`src/rtl/io_bridge.sv`:
```
// io_bridge: RX FIFO and one-entry TX holding register between pins and the CPU I/O ports.
// Optional sticky error flags are compiled in with IO_BRIDGE_ERR_EN.
module io_bridge #(
   parameter int DEPTH  = 4,
   parameter int ADDR_W = 2
) (
   input  logic              clk,
   input  logic              rst,
   input  logic [7:0]        ext_in_data,
   input  logic              ext_in_valid,
   output logic              ext_in_ready,
   output logic [7:0]        cpu_in_data,
   input  logic              cpu_in_rd,
   input  logic [7:0]        cpu_out_data,
   input  logic              cpu_out_we,
   output logic [7:0]        ext_out_data,
   output logic              ext_out_valid,
   input  logic              ext_out_ready,
   output logic [ADDR_W:0]   rx_count,
   output logic [1:0]        err,
   input  logic              err_clr
);
   typedef enum logic {IDLE, BUSY} tx_state_t;
   logic [7:0]        mem [DEPTH];
   logic [ADDR_W-1:0] wptr, rptr;
   logic [ADDR_W:0]   count;
   tx_state_t         state;
   logic              full, empty, push, pop;
   assign full          = count == (ADDR_W+1)'(DEPTH);
   assign empty         = count == '0;
   assign push          = ext_in_valid && !full;
   assign pop           = cpu_in_rd && !empty;
   assign ext_in_ready  = !full;
   assign cpu_in_data   = empty ? 8'h00 : mem[rptr];
   assign rx_count      = count;
   assign ext_out_valid = state == BUSY;
   // Storage is not reset; an empty count already masks stale entries.
   always_ff @(posedge clk)
      if (push) mem[wptr] <= ext_in_data;
   always_ff @(posedge clk or negedge rst)
      if (!rst) begin
         wptr  <= '0;
         rptr  <= '0;
         count <= '0;
      end else begin
         if (push) wptr <= wptr + ADDR_W'(1);
         if (pop) rptr <= rptr + ADDR_W'(1);
         count <= count + (ADDR_W+1)'(push) - (ADDR_W+1)'(pop);
      end
   // A write is taken when idle or when the held byte leaves on the same edge.
   always_ff @(posedge clk or negedge rst)
      if (!rst) begin
         state        <= IDLE;
         ext_out_data <= 8'h00;
      end else if (cpu_out_we && (state == IDLE || ext_out_ready)) begin
         state        <= BUSY;
         ext_out_data <= cpu_out_data;
      end else if (ext_out_ready) begin
         state <= IDLE;
      end
`ifdef IO_BRIDGE_ERR_EN
   logic [1:0] err_q, err_set;
   assign err_set = {state == BUSY && !ext_out_ready && cpu_out_we, cpu_in_rd && empty};
   assign err     = err_q;
   always_ff @(posedge clk or negedge rst)
      if (!rst) err_q <= 2'b00;
      else err_q <= (err_clr ? 2'b00 : err_q) | err_set;
`else
   logic unused_err_clr;
   assign unused_err_clr = err_clr;
   assign err            = 2'b00;
`endif
endmodule

```
`config.mk`:
```
export PLATFORM = sky130hd
export DESIGN_NAME = io_bridge
export DESIGN_NICKNAME = d
export VERILOG_FILES = /design/src/rtl/io_bridge.sv
export SDC_FILE = /design/constraint.sdc
export NUM_CORES = 1
export LEC_CHECK = 0
export CAP_MARGIN = 20
export CORE_UTILIZATION = 49
export DETAILED_ROUTE_END_ITERATION = 7
export PLACE_DENSITY = 0.79
export SETUP_SLACK_MARGIN = 0.5
export SYNTH_ARGS = -nofsm -noshare
export SYNTH_HDL_FRONTEND = slang
export SYNTH_SLANG_ARGS = --single-unit
```
`constraint.sdc`:
```
create_clock -name clk -period 2.95 [get_ports clk]
set_clock_uncertainty 0.2 [all_clocks]
set_input_delay 0.4425 -clock clk [delete_from_list [all_inputs] [get_ports clk]]
set_output_delay 0.4425 -clock clk [all_outputs]
set_load 0.03 [all_outputs]
```
==> qor.yml, run 1 <==
clock_network:
  hold_buffers: 0
  cts_tree: "yes"
  ctsRootBufferMaster: "clkbuf_8"
  cts_sinks: 48
  clk_latency_ps: 300
  htreeDepth: 2
  cts.clk_slew.worst_paths_ps: 70
  numCtsBuffers: 5
  clk_path_buf_depth: 2
timing:
  max_slew_margin: 0.545
  hold_viol: 0
  setup_ws_ps: 551
  setup_tns_ps: 0
  fin_crit_ps: 2400
  whs_ps: 321
  max_freq_mhz: 417
  tightest_slew_ps: 680
  rsz0062_at_grt: "true"
  maxSlewViolCount: 0
  setup_viol: 0
  period_share: 0.813
yosys:
  synth-seq-cells: 48
  netlist.area_leader.share: 0.487
  yosysWarnings: 0
  synth-edff-count: 32
  yosysTopAreaCell: "edfxtp_1"
  synth_cells: 109
  ys_seq_area_frac: 0.690
  synth_most_common_cell: "edfxtp_1"
  synth_area_mm2: 0.00197
  async_flop_share: 0.333
  syn_area_per_cell_um2: 18.1
  ys_top_cells_by_area: "edfxtp_1, dfrtp_1, mux4_2"
  yosysUniqueCellTypes: 22
  yosys-top-cells-count: "edfxtp_1, dfrtp_1, and2_1"
  synth-main-ff-cell: "edfxtp_1"
route:
  wl_per_cell_um: 16.7
  totalWireLength_mm: 3.45
  detail_route.vias_per_cell: 5.12
  met2_length_mm: 1.92
  vias: 1060
  ant_nets: 0
  drc: 0
  drt_iter0_markers: 35
  wl_met1_mm: 1.32
  dr_wl_met3_um: 175
  top_layer: "met4"
  drt_first_pass_iters: 4
worst_setup_path:
  path_buf_inv: 2
  worst_setup_path_start_kind: "flip-flop"
  max_stage_delay_ps: 490
  slowest_stage: "mux4_2"
  required_ps: 2310
  critical_path.top_delay_family: "multiplexers"
  worstSetupEndpointType: "output port"
  path_cells: "buf_8 -> mux4_2 -> and2_1 -> clkdlybuf4s15_2"
  critical_path.max_fanout: 9
  worstPathArrival_ps: 1760
  crit_type: "reg -> out"
cells_and_area:
  layout.nets: 188
  utilization: 0.678
  drive_gt1_frac: 0.314
  diodes: 0
  area_growth_pct: 29.5
  stdcell_area_mm2: 0.00255
  final_cells: 207
die:
  die_y_um: 65.5
  die-area_mm2: 0.00428
  num_rows: 22
  coreArea_mm2: 0.00377
  initial_utilization: 0.523
  die_w_um: 65.5
  io_pins: 46
pwr:
  finalPower_mw: 2.46
  ir_drop_uv: 530
  power_per_cell_area_mw_per_mm2: 964
  switching_share: 0.359
  p_seq_frac: 0.406
  intPower_mw: 1.58
  clockPowerShare: 0.149
  power.net_switching_uw: 885
  pwr-share-comb: 0.446
  p_leak_nw: 0.970
global_route:
  first_global_vias: 1154
  track_usage: 0.191
  grt_max_degree: 17
  grt_pass1_wl_mm: 5.59
  antenna_found_initial: 0
  overflow: 0
place:
  place.port_buffers: 42
  dp.cells: 197
  placed_area_mm2: 0.00248
  dp_slack_ps: 302
  hpwlAfterDp_mm: 2.48
  gp_congestion: 0.654
worst_hold_path:
  min_path_type: "reg -> reg"
outcome:
  status: "completed"
run:
  cap_viol_max_count: 0
## sequential cells by signal, summed over array words and instances, names as in the netlist
name,cells
ext_out_data,8
rptr,2
mem,32
wptr,2
rx_count,3
ext_out_valid,1
## cell families after synthesis
family,Yosys count,share of synthesized area
xor gates and xnor gates,5,0.0222
adders and majority gates,7,0.0482
buffers and inverters,11,0.0254
DFF,48,0.690
muxes,17,0.145
other,1,0.00190
and+or+nand+nor,20,0.0678
## area by class of cell
type | instances | area, µm²
sequential | 48 | 1370
fill | 253 | 1220
multi-input combinational | 51 | 593
timing repair buffer | 46 | 433
clock buffer | 7 | 76.3
tap | 48 | 60.1
inverter | 6 | 22.5
clock inverter | 1 | 5.00
## worst register-to-register path, stage by stage, from the launching register on
cell     delay [ps]
dfrtp_2         440
or3b_4          430
and2_4          190
inv_1            80
ha_4            130
inv_2            30
ha_2            160
fa_2            350
xnor2_2         150
xnor2_1         120
## power by group through the flow
| stage | Combinational, mW | Sequential, mW | Clock, mW |
|---|---|---|---|
| 4_1_cts | 1.15 | 1.00 | 0.378 |
| 6_report | 1.10 | 0.999 | 0.367 |
| 3_3_place_gp | 1.12 | 0.992 | 0 |
| 3_5_place_dp | 1.16 | 1.01 | 0 |
| 5_1_grt | 1.19 | 1.01 | 0.407 |
| 2_1_floorplan | 0.706 | 1.04 | 0 |
## timing repair
item,4_1_cts,5_1_grt
hold endpoints to repair,0,0
buffers inserted,1,1
pin swaps,0,4
setup endpoints to repair,8,9
gates resized for setup,28,11
## cells in the final DEF (no fill, tap or decap), types with 3 or more instances in the layout
cell type and n:
mux4_2 8, inv_1 5, dfrtp_1 13, buf_4 3, and2_1 8, and3_2 4, ha_1 4, xnor2_1 3
clkbuf_8 5, buf_2 6, mux2_2 8, clkdlybuf4s50_1 33, edfxtp_1 32, dfrtp_2 3
## path summary, 6_finish.rpt
kind	end	startpoint	slack, ps	cells after the start
min in group asynchronous	wptr[0]	rst	350	1
hold / removal	ext_out_data[6]	ext_out_data[6]	320	1
max in group asynchronous	rx_count[2]	rst	1720	1
setup / recovery	cpu_in_data[5]	rptr[0]	550	4
setup reg to reg	rx_count[2]	rx_count[0]	550	9
hold reg to reg	ext_out_data[6]	ext_out_data[6]	320	1
## layer usage
metal | vias up | global-route usage
met4 | 0 | 0.0788
met1 | 543 | 0.214
li1 | 487 | -
met2 | 24 | 0.321
met3 | 6 | 0.0764
met5 | - | 0
Note: power is estimated with default switching activity, not from simulation.
==> run 2: changes to the inputs <==
- CORE_UTILIZATION: 49 -> 44
- PLACE_DENSITY: 0.79 -> 0.75
- clock period: 2.95 -> 2.16 ns (I/O delays scaled with it)
==> run 2 against run 1 <==
  * The flow now finishes with violations (negative setup slack)
  * Clock-buffer cell count up 1
  * Register-to-register slack got worse by 720 ps
  * Die area rose by 11%
  * Flip-flop and latch count unchanged
  * Clock power rose by 58%
  * Final cell count is 8.7% higher
  * Sequential share of layout area fell by 4.7 points
  * Global-route usage is 0.89 points lower
  * Non-clock buffer count is 16 higher
==> qor.yml, run 2 (synthesized netlist as in run 1, its figures left out) <==
outcome:
  status: "finished, violations left"
  violations: "negative setup slack"
timing:
  setup_ws_ps: -173
  whs_ps: 131
  rsz0062_at_grt: "true"
  fin_crit_ps: 2330
  max_freq_mhz: 429
  maxSlewViolCount: 0
  setup_viol: 9
  period_share: 1.08
  hold_viol: 0
worst_setup_path:
  critical_path.max_fanout: 3
  path_cells: "or3_4 -> and2_4 -> ha_4 -> inv_2 -> ha_4 -> fa_2 -> xnor2_2 -> xnor2_1"
  slowest_stage: "dfrtp_2"
  worstSetupEndpointType: "flip-flop"
  worst_setup_path_start_kind: "flip-flop"
  critical_path.top_delay_family: "adder cells"
  worstPathArrival_ps: 2320
  max_stage_delay_ps: 420
  required_ps: 2140
  path_buf_inv: 1
  cp_common_cell: "ha_4"
  crit_type: "reg -> reg"
worst_hold_path:
  min_path_type: "in -> async"
route:
  drt_first_pass_iters: 4
  ant_nets: 0
  drc: 0
  detail_route.vias_per_cell: 4.93
  drt_iter0_markers: 62
  dr_wl_met3_um: 141
  vias: 1109
  totalWireLength_mm: 3.76
  top_layer: "met4"
  met2_length_mm: 2.11
  wl_met1_mm: 1.42
  wl_per_cell_um: 16.7
cells_and_area:
  drive_gt1_frac: 0.469
  regArea_mm2: 0.00137
  multi_input_area_um2: 651
  fill_cells: 287
  largest_reg_flops: 32
  layout.nets: 204
  final_cell_mix: "edfxtp_1, clkdlybuf4s50_1, buf_6, dfrtp_1"
  diodes: 0
  area_growth_pct: 41.9
  layout_commonest_cell: "edfxtp_1"
  regMostFlops: "mem"
clock_network:
  htreeDepth: 2
  cts_tree: "yes"
  numCtsBuffers: 5
  cts_sinks: 48
  cts.clk_slew.worst_paths_ps: 90
  clk_path_buf_depth: 2
  ctsRootBufferMaster: "clkbuf_8"
  hold_buffers: 0
  clk_latency_ps: 300
die:
  die-area_mm2: 0.00476
  die_y_um: 69.0
  initial_utilization: 0.476
  die_w_um: 69.0
  num_rows: 23
  coreArea_mm2: 0.00414
  io_pins: 46
global_route:
  grt_pass1_wl_mm: 5.67
  grt_max_degree: 17
  antenna_found_initial: 0
  overflow: 0
  track_usage: 0.182
  first_global_vias: 1143
place:
  hpwlAfterDp_mm: 2.70
  dp_slack_ps: -254
  place.port_buffers: 42
  gp_congestion: 0.715
run:
  cap_viol_max_count: 0
pwr:
  ir_drop_uv: 809
  power_per_cell_area_mw_per_mm2: 1400
  p_leak_nw: 1.11
## run 2: cell count changes in the layout (fill, tap and decap cells not counted), sizes merged
| cell | change |
|---|---|
| clkinv | -1 |
| clkbuf | +1 |
| clkdlybuf4s50 | -12 |
| dlymetal6s2s | -1 |
| dlygate4sd2 | +9 |
| buf | +22 |
| clkdlybuf4s15 | -2 |
## run 2: final cells by class
class | count | area share
sequential | 48 | 0.487
tap | 50 | 0.0223
timing repair buffer | 62 | 0.214
clock buffer | 8 | 0.0357
inverter | 6 | 0.00804
multi-input combinational | 51 | 0.232
## run 2: worst paths after layout
check	to	depth (start not counted)	from	slack, ps
setup reg to reg	rx_count[2]	8	rx_count[2]	-170
hold / removal	wptr[1]	2	rst	130
hold reg to reg	ext_out_data[2]	1	ext_out_data[2]	300
max in group asynchronous	rx_count[0]	2	rst	1420
setup / recovery	rx_count[2]	8	rx_count[2]	-170
min in group clk	ext_out_data[2]	1	ext_out_data[2]	300
## run 2: metal layers
metal / GRT usage / up-vias
met5: 0 / -
met4: 0.0944 / 0
met3: 0.0592 / 9
met2: 0.309 / 25
met1: 0.201 / 549
li1: - / 526
## run 2: power breakdown
| group | total, mW | internal [mW] | switching (mW) |
|---|---|---|---|
| Clock | 0.580 | 0.292 | 0.288 |
| Sequential | 1.35 | 1.22 | 0.131 |
| Combinational | 1.99 | 1.08 | 0.910 |
| Total | 3.92 | 2.59 | 1.33 |
## run 2: what timing repair did
action,in CTS,in global routing
pin swaps,17,1
setup buffers,4,3
hold endpoints to repair,0,0
gates resized for setup,106,4
setup endpoints to repair,44,46
## run 2: through the flow
stage / cell area [µm²] / std cells / util / setup TNS [ps] / power [mW]
final: 2800 / 225 / 0.676 / -285 / 3.92
after detailed placement: 2590 / 210 / 0.624 / -1700 / 3.11
after global routing: 2800 / 225 / 0.676 / -891 / 4.13
after CTS: 2760 / 222 / 0.666 / -410 / 3.89
after global placement: 2590 / 210 / 0.624 / -1570 / 3.03
after floorplan: 2040 / 110 / - / -568 / 2.45
==> run 3: changes to the inputs <==
- CORE_UTILIZATION: 44 -> 46
- CTS_BUF_LIST: unset -> sky130_fd_sc_hd__clkbuf_4 sky130_fd_sc_hd__clkbuf_8
- PLACE_DENSITY: 0.75 -> 0.77
- REMOVE_ABC_BUFFERS: unset -> 1
- clock period: 2.16 -> 2 ns (I/O delays scaled with it)
==> run 3 against run 2 <==
  * The run still ends with negative setup slack left
  * Cell area up 2.5%
  * Register-to-register slack got worse by 170 ps
  * Maximum frequency decreased by 0.34%
  * Final cell count increased by 2.7%
  * First-iteration DRC count shrank 44%
  * Die area decreased by 4.2%
  * Global-route usage shrank 0.30 points
  * Clock power increased by 3%
  * Clock-buffer cell count unchanged
  * Largest cell class unchanged
  * Highest routed layer unchanged
==> qor.yml, run 3 (synthesized netlist as in run 1, its figures left out) <==
worst_setup_path:
  worstPathArrival_ps: 2330
  critical_path.max_fanout: 3
  ff2ff_setup_slack_ps: -340
  worstSetupEndpointType: "flip-flop"
  crit_type: "reg -> reg"
  required_ps: 1990
  worst_setup_path_start_kind: "flip-flop"
cells_and_area:
  multi_input_area_um2: 653
  fill_cells: 262
  final_cell_mix: "edfxtp_1, buf_6, clkdlybuf4s50_1, dfrtp_1, buf_4"
  layout.nets: 210
  area_growth_pct: 45.5
  regArea_mm2: 0.00136
  regMostFlops: "mem"
  layout_commonest_cell: "edfxtp_1"
  final_cells: 231
  largest_reg_flops: 32
  drive_gt1_frac: 0.530
  diodes: 0
outcome:
  status: "finished, violations left"
  violations: "negative setup slack"
global_route:
  grt_pass1_wl_mm: 5.44
  first_global_vias: 1135
  antenna_found_initial: 0
  overflow: 0
  grt_max_degree: 17
  track_usage: 0.179
pwr:
  p_leak_nw: 1.15
  pwr-share-comb: 0.526
  switching_share: 0.332
  clockPowerShare: 0.138
  intPower_mw: 2.88
  ir_drop_uv: 1090
  power_per_cell_area_mw_per_mm2: 1500
  p_seq_frac: 0.336
  power.net_switching_mw: 1.43
  finalPower_mw: 4.31
die:
  initial_utilization: 0.486
  die_y_um: 67.5
  coreArea_mm2: 0.00406
  num_rows: 23
  die-area_mm2: 0.00456
  die_w_um: 67.5
  io_pins: 46
route:
  drt_iter0_markers: 35
  wl_per_cell_um: 16.1
  drt_first_pass_iters: 4
  totalWireLength_mm: 3.73
  drc: 0
  ant_nets: 0
  detail_route.vias_per_cell: 5.02
  vias: 1159
clock_network:
  clk_path_buf_depth: 2
  clk_latency_ps: 290
  cts_sinks: 48
  numCtsBuffers: 5
  cts_tree: "yes"
  cts.clk_slew.worst_paths_ps: 90
  htreeDepth: 2
  ctsRootBufferMaster: "clkbuf_8"
timing:
  period_share: 1.17
  fin_crit_ps: 2340
  hold_viol: 0
  rsz0062_at_grt: "true"
  setup_viol: 11
  max_freq_mhz: 427
  setup_ws_ps: -341
  maxSlewViolCount: 0
run:
  cap_viol_max_count: 0
place:
  place.port_buffers: 42
  gp_congestion: 0.785
  hpwlAfterDp_mm: 2.54
  dp.cells: 212
worst_hold_path:
  min_path_type: "in -> async"
run 3: final cells by class:
type / instances / area share
Clock buffer: 8 / 0.0340
Timing Repair Buffer: 68 / 0.234
Multi-Input combinational cell: 51 / 0.227
Sequential cell: 48 / 0.474
Tap cell: 50 / 0.0218
Inverter: 6 / 0.00871
run 3: final timing paths:
check / start / endpoint / cells past startpoint
max in group asynchronous: rst / ext_out_data[2] / 2
worst min register to register: ext_out_data[5] / ext_out_data[5] / 1
worst max-delay path: rx_count[2] / rx_count[2] / 8
worst min-delay path: rst / rptr[0] / 2
min in group clk: ext_out_data[5] / ext_out_data[5] / 1
worst max register to register: rx_count[2] / rx_count[2] / 8
run 3: metal layers:
metal / vias up / wire [µm] / track usage / share of wire
li1: 532 / - / - / -
met1: 599 / 1460 / 0.212 / 0.39
met2: 21 / 2100 / 0.290 / 0.56
met3: 7 / 111 / 0.0608 / 0.030
met4: 0 / 55 / 0.0851 / 0.015
met5: - / 0 / 0 / 0
run 3: critical path, cell delays in order (launching register included):
cell	delay [ps]
dfrtp_1	400
or3_4	390
and2_4	160
ha_4	260
inv_2	40
ha_4	140
fa_2	350
xnor2_2	150
xnor2_1	130
run 3: timing repair:
item | CTS | global route
setup endpoints to repair | 63 | 54
hold buffers | 0 | 0
resized for setup | 134 | 21
buffers inserted | 4 | 7
hold endpoints to repair | 0 | 0
pin swaps | 14 | 10
run 3: per-stage QoR:
step | hold slack [ps] | TNS (ps) | cell area (µm²) | setup WS (ps) | util
floorplan | -196 | -1070 | 1950 | -609 | -
global placement | 288 | -2380 | 2540 | -378 | 0.627
detailed placement | 297 | -2710 | 2540 | -432 | 0.627
CTS | 124 | -1700 | 2800 | -329 | 0.690
global route | 140 | -2230 | 2870 | -381 | 0.708
finish | 122 | -1740 | 2870 | -341 | 0.708
run 3: power by group through the flow:
stage                     Clock, mW  Combinational (mW)  Sequential [mW]
after floorplan                   0               0.905             1.58
after CTS                     0.608                2.14             1.45
after detailed placement          0                1.80             1.46
after global placement            0                1.76             1.44
after global routing          0.652                2.40             1.47
final                         0.596                2.27             1.45
